$ cat src/rtl/spi_arbiter.sv
// Round-robin arbiter sharing one SPI master between NUM_REQ requesters.
// Latches the winner's payload/mode, pulses t_start and tracks completion via cs.
module spi_arbiter #(
  parameter int unsigned NUM_REQ   = 4,
  parameter int unsigned REG_WIDTH = 32,
  parameter int unsigned SZW       = $clog2(REG_WIDTH) + 1,
  parameter int unsigned TIMEOUT   = 1024
) (
  input  logic                           sys_clk,
  input  logic                           rstn,
  input  logic [NUM_REQ-1:0]             req,
  input  logic [NUM_REQ*REG_WIDTH-1:0]   req_data,
  input  logic [NUM_REQ*SZW-1:0]         req_size,
  input  logic [NUM_REQ-1:0]             req_cpol,
  input  logic [NUM_REQ-1:0]             req_cpha,
  output logic [NUM_REQ-1:0]             grant,
  output logic [NUM_REQ-1:0]             done,
  output logic [NUM_REQ-1:0]             err,
  output logic                           busy,
  output logic                           t_start,
  output logic [REG_WIDTH-1:0]           data_in,
  output logic [SZW-1:0]                 t_size,
  output logic                           cpol,
  output logic                           cpha,
  input  logic                           spi_cs
);

  localparam int unsigned IW = (NUM_REQ > 1) ? $clog2(NUM_REQ) : 1;
  localparam int unsigned CW = $clog2(TIMEOUT + 1);

  typedef enum logic [2:0] {
    S_IDLE, S_SETUP, S_START, S_WAIT_LO, S_WAIT_HI, S_DONE
  } state_e;

  state_e                 state_q, state_d;
  logic [IW-1:0]          ptr_q, ptr_d, idx_q, idx_d;
  logic [CW-1:0]          cnt_q, cnt_d;
  logic [NUM_REQ-1:0]     grant_q, grant_d, done_q, done_d, err_q, err_d;
  logic                   busy_q, busy_d, t_start_q, t_start_d;
  logic [REG_WIDTH-1:0]   data_q, data_d;
  logic [SZW-1:0]         size_q, size_d;
  logic                   cpol_q, cpol_d, cpha_q, cpha_d;

  logic                   win_found;
  logic [IW-1:0]          win_idx;
  logic                   size_ok;
  int                     cand;

  // First requester at or above the pointer, wrapping around.
  always_comb begin
    win_found = 1'b0;
    win_idx   = '0;
    cand      = 0;
    for (int k = 0; k < int'(NUM_REQ); k++) begin
      cand = int'(ptr_q) + k;
      if (cand >= int'(NUM_REQ)) cand = cand - int'(NUM_REQ);
      if (!win_found && req[cand]) begin
        win_found = 1'b1;
        win_idx   = IW'(cand);
      end
    end
  end

  assign size_ok = (size_q != '0) && (size_q <= SZW'(REG_WIDTH));

  always_comb begin
    state_d   = state_q;
    ptr_d     = ptr_q;
    idx_d     = idx_q;
    cnt_d     = cnt_q;
    grant_d   = grant_q;
    busy_d    = busy_q;
    data_d    = data_q;
    size_d    = size_q;
    cpol_d    = cpol_q;
    cpha_d    = cpha_q;
    t_start_d = 1'b0;
    done_d    = '0;
    err_d     = '0;
    case (state_q)
      S_IDLE: begin
        if (win_found && spi_cs) begin
          data_d  = req_data[int'(win_idx)*int'(REG_WIDTH) +: REG_WIDTH];
          size_d  = req_size[int'(win_idx)*int'(SZW) +: SZW];
          cpol_d  = req_cpol[win_idx];
          cpha_d  = req_cpha[win_idx];
          grant_d = NUM_REQ'(1) << win_idx;
          idx_d   = win_idx;
          busy_d  = 1'b1;
          state_d = S_SETUP;
        end
      end
      // One settle cycle so the SPI idle clock level follows the new cpol.
      S_SETUP: begin
        if (size_ok) begin
          t_start_d = 1'b1;
          state_d   = S_START;
        end else begin
          err_d   = grant_q;
          state_d = S_DONE;
        end
      end
      S_START: begin
        cnt_d   = '0;
        state_d = S_WAIT_LO;
      end
      S_WAIT_LO: begin
        if (!spi_cs) begin
          cnt_d   = '0;
          state_d = S_WAIT_HI;
        end else if (cnt_q == CW'(TIMEOUT - 1)) begin
          err_d   = grant_q;
          state_d = S_DONE;
        end else begin
          cnt_d = cnt_q + CW'(1);
        end
      end
      S_WAIT_HI: begin
        if (spi_cs) begin
          done_d  = grant_q;
          state_d = S_DONE;
        end else if (cnt_q == CW'(TIMEOUT - 1)) begin
          err_d   = grant_q;
          state_d = S_DONE;
        end else begin
          cnt_d = cnt_q + CW'(1);
        end
      end
      S_DONE: begin
        ptr_d   = (idx_q == IW'(NUM_REQ - 1)) ? '0 : idx_q + IW'(1);
        cnt_d   = '0;
        grant_d = '0;
        busy_d  = 1'b0;
        state_d = S_IDLE;
      end
      default: state_d = S_IDLE;
    endcase
  end

  always_ff @(posedge sys_clk or negedge rstn) begin
    if (!rstn) begin
      state_q   <= S_IDLE;
      ptr_q     <= '0;
      idx_q     <= '0;
      cnt_q     <= '0;
      grant_q   <= '0;
      done_q    <= '0;
      err_q     <= '0;
      busy_q    <= 1'b0;
      t_start_q <= 1'b0;
      data_q    <= '0;
      size_q    <= '0;
      cpol_q    <= 1'b0;
      cpha_q    <= 1'b0;
    end else begin
      state_q   <= state_d;
      ptr_q     <= ptr_d;
      idx_q     <= idx_d;
      cnt_q     <= cnt_d;
      grant_q   <= grant_d;
      done_q    <= done_d;
      err_q     <= err_d;
      busy_q    <= busy_d;
      t_start_q <= t_start_d;
      data_q    <= data_d;
      size_q    <= size_d;
      cpol_q    <= cpol_d;
      cpha_q    <= cpha_d;
    end
  end

  assign grant   = grant_q;
  assign done    = done_q;
  assign err     = err_q;
  assign busy    = busy_q;
  assign t_start = t_start_q;
  assign data_in = data_q;
  assign t_size  = size_q;
  assign cpol    = cpol_q;
  assign cpha    = cpha_q;

endmodule

$ cat config.mk
export PLATFORM = sky130hd
export DESIGN_NAME = spi_arbiter
export DESIGN_NICKNAME = d
export VERILOG_FILES = /design/src/rtl/spi_arbiter.sv
export SDC_FILE = /design/constraint.sdc
export NUM_CORES = 1
export LEC_CHECK = 0
export BUFFER_PORTS_ARGS = -buffer_cell sky130_fd_sc_hd__buf_2
export CORE_ASPECT_RATIO = 0.9
export CORE_MARGIN = 2
export CORE_UTILIZATION = 47
export CTS_CLUSTER_SIZE = 20
export DETAILED_ROUTE_END_ITERATION = 12
export PLACE_DENSITY_LB_ADDON = 0.08
export SLEW_MARGIN = 20
export SYNTH_ARGS = -nofsm -noshare
export SYNTH_HDL_FRONTEND = slang
export SYNTH_SLANG_ARGS = --single-unit
$ cat constraint.sdc
create_clock -name sys_clk -period 2.6 [get_ports sys_clk]
set_input_delay 0.13 -clock sys_clk [delete_from_list [all_inputs] [get_ports sys_clk]]
set_output_delay 0.13 -clock sys_clk [all_outputs]
set_load 0.05 [all_outputs]
==> impl_metrics.py <==
metrics = {
    "run_status": {
        "outcome": "complete, no violations",
    },
    "worst_setup_path": {
        "reg2reg_to": "data_in[1]",
        "r2r_start": "state_q[2]",
        "critPathLaunch": "state_q[2]",
        "ff2ff_setup_slack_ns": 0.53,
        "worst_setup_path_start_kind": "flop",
        "reg2reg_depth": 5,
        "crit_type": "flop to flop",
        "crit_path_max_fanout": 36,
        "end_kind": "flop",
        "cp.required_ns": 2.81,
        "crit_arrival_ns": 2.28,
    },
    "final_layout": {
        "post-route-util_pct": 64.0,
        "fin_nets": 874,
        "area_growth_pct": 32.4,
        "finish.instance_area_sq_mm": 0.00584,
        "finalNonFillerCells": 832,
        "drive_above_1_share_pct": 37.2,
    },
    "synthesis": {
        "ys_ff_latch": 72,
        "synth_seq_area_share_pct": 40.9,
        "async_flop_share_pct": 100,
        "synthFlopType": "dfrtp_1",
        "netlist_instances": 510,
        "yosys_warnings": 0,
        "yosys-top-cells-area": "dfrtp_1 41%, a41oi_1 8.1%, o211ai_1 7.0%, nand4_1 6.0%, nand2_1 5.5%",
        "synth_top_area_share_pct": 40.9,
        "synthesis.nets": 679,
        "synth_edf_count": 0,
        "avgSynthCellArea_sq_um": 8.65,
        "syn-cell-area_sq_mm": 0.00441,
        "synth_most_common_cell": "dfrtp_1",
        "yosysTopAreaCell": "dfrtp_1",
        "synth_common_cells": "72 x dfrtp_1, 65 x nand2_1, 47 x nor2_1",
        "synth.distinct_cells": 55,
    },
    "sta": {
        "skew_ns": 0.00870,
        "min_period_ns": 2.07,
        "timing.slew.headroom_pct": 30.6,
        "finalCritPeriodShare_pct": 79.8,
        "setup_ws_ns": 0.526,
        "final_max_slew_viol_count": 0,
        "hold_ws_ns": 0.0466,
        "setup_tns_ns": 0,
        "tightest_slew_ns": 1.04,
        "hold_viol": 0,
        "rsz0062_at_grt": "false",
        "setup_violations": 0,
        "timing.fmax_mhz": 482,
    },
    "placement": {
        "hpwl_microns": 10500,
        "io_buffers": 220,
        "placed_cell_area_sq_mm": 0.00559,
        "pre_cts_ws_ns": 0.567,
        "gp_congestion": 0.888,
        "dp_cells": 815,
    },
    "power": {
        "power.total_mw": 6.88,
        "cellPowerDensity_mw_per_mm2": 1180,
        "ir_worst_vdd_v": 0.000701,
        "p_leak_nw": 2.64,
    },
    "grt": {
        "grt_max_degree": 73,
        "grt_pass1_vias": 4817,
        "grt_pass1_wl_microns": 23900,
        "gr-total-overflow": 0,
        "grt_antenna_before_repair": 0,
        "gr-usage-all-layers_pct": 29.8,
    },
    "min_path": {
        "worstHoldPathType": "input pin to flop",
        "worstHoldStart": "req_data[45]",
        "hold-path-cell-count": 3,
        "min_to": "data_in[13]",
    },
    "cts": {
        "cts_buffer_depth": 2,
        "cts_buffers": 9,
        "cts_hold_buffers": 1,
        "ctsResizeCount": 0,
        "cts_tree": "yes",
        "path_clk_slew_ns": 0.08,
        "clkLatencyLatePin_ns": 0.35,
        "cts_sinks": 72,
        "clockRootBuffer": "clkbuf_8",
        "postCtsSetupBuffers": 0,
        "h-tree-depth": 3,
    },
    "routing": {
        "drcViolationCount": 0,
        "drt-initial-drc-count": 346,
        "vias": 5144,
        "viasPerCell": 6.18,
        "wire_per_inst_microns": 18.4,
        "drt_wl_total_microns": 15300,
        "ant_nets": 0,
        "drt_first_pass_iters": 5,
    },
    "floorplan": {
        "die_h_microns": 95.9,
        "start_util_pct": 48.3,
        "core_area_sq_mm": 0.00913,
        "dieArea_sq_mm": 0.0102,
        "rows": 33,
        "die_x_microns": 106,
        "io_pins": 221,
    },
    "flow_run": {
        "max_cap_viol_count": 0,
    },
}
[worst max-delay path, cell delays in order, from the launching register on]
cell and delay, ns:
dfrtp_1 0.48, nand2b_4 0.19, or4_2 0.64, buf_4 0.29, a21oi_1 0.18, a41oi_1 0.14
[power by group]
| group | internal, mW | switching [mW] |
|---|---|---|
| Clock | 0.635 | 0.445 |
| Sequential | 1.55 | 0.378 |
| Combinational | 1.11 | 2.76 |
| Total | 3.30 | 3.58 |
[logic make-up after synthesis]
logic type | count (synthesis) | share of synthesized area [%]
AOI/OAI and AO/OA | 176 | 28.8
muxes | 3 | 0.709
and+or+nand+nor | 200 | 22.9
DFF | 72 | 40.9
adders and majority gates | 2 | 0.567
buffers and inverters | 57 | 6.13
[layer usage]
| layer | share of wire [%] | global-route usage (%) | vias up |
|---|---|---|---|
| met2 | 47 | 48.0 | 339 |
| met5 | 0 | 0 | - |
| met3 | 10 | 5.48 | 41 |
| li1 | - | - | 2352 |
| met4 | 2.2 | 11.8 | 0 |
| met1 | 40 | 40.3 | 2412 |
[cell usage in the layout (no fill, tap or decap), types with 3 or more instances in the layout]
cell / synthesis / layout
nor2b_1: 4 / 4
nor2_1: 47 / 47
a21oi_1: 46 / 46
buf_2: 15 / 219
dfrtp_1: 72 / 72
and3_1: 8 / 8
buf_4: 0 / 15
o21ai_0: 11 / 11
o211ai_1: 41 / 41
bufinv_16: 0 / 3
a21boi_0: 5 / 5
inv_1: 5 / 5
a41oi_1: 41 / 41
nand2_1: 65 / 65
o31ai_1: 5 / 5
a21o_1: 4 / 4
nand2b_1: 4 / 4
clkbuf_8: 0 / 9
nand3_1: 9 / 9
o21a_1: 3 / 3
nand4_1: 42 / 42
[sequential cells by signal, indices dropped and copies added (netlist names)]
| register | count |
|---|---|
| busy | 1 |
| cnt_q | 11 |
| cpha | 1 |
| cpol | 1 |
| data_in | 32 |
| done | 4 |
| err | 4 |
| grant | 4 |
| idx_q | 2 |
| ptr_q | 2 |
| state_q | 3 |
| t_size | 6 |
| t_start | 1 |
[final cells by class]
cell class	instances	area [sq um]
fillers	818	3290
multi-input cells	381	2390
repair buffers	236	1240
clock inverters	5	106
inverters	5	18.8
clock buffers	10	128
diodes	1	2.50
well taps	122	153
flip-flops and latches	72	1800
[how the worst max path moves through the flow]
stage                              to  cells after the start  slack, ns
after floorplan            state_q[2]                      4       0.55
after global placement    data_in[20]                      5       0.64
after detailed placement   data_in[1]                      5       0.57
after CTS                  data_in[1]                      5       0.55
after global routing       data_in[1]                      5       0.42
final                      data_in[1]                      5       0.53
(Power assumes the default switching activity.)
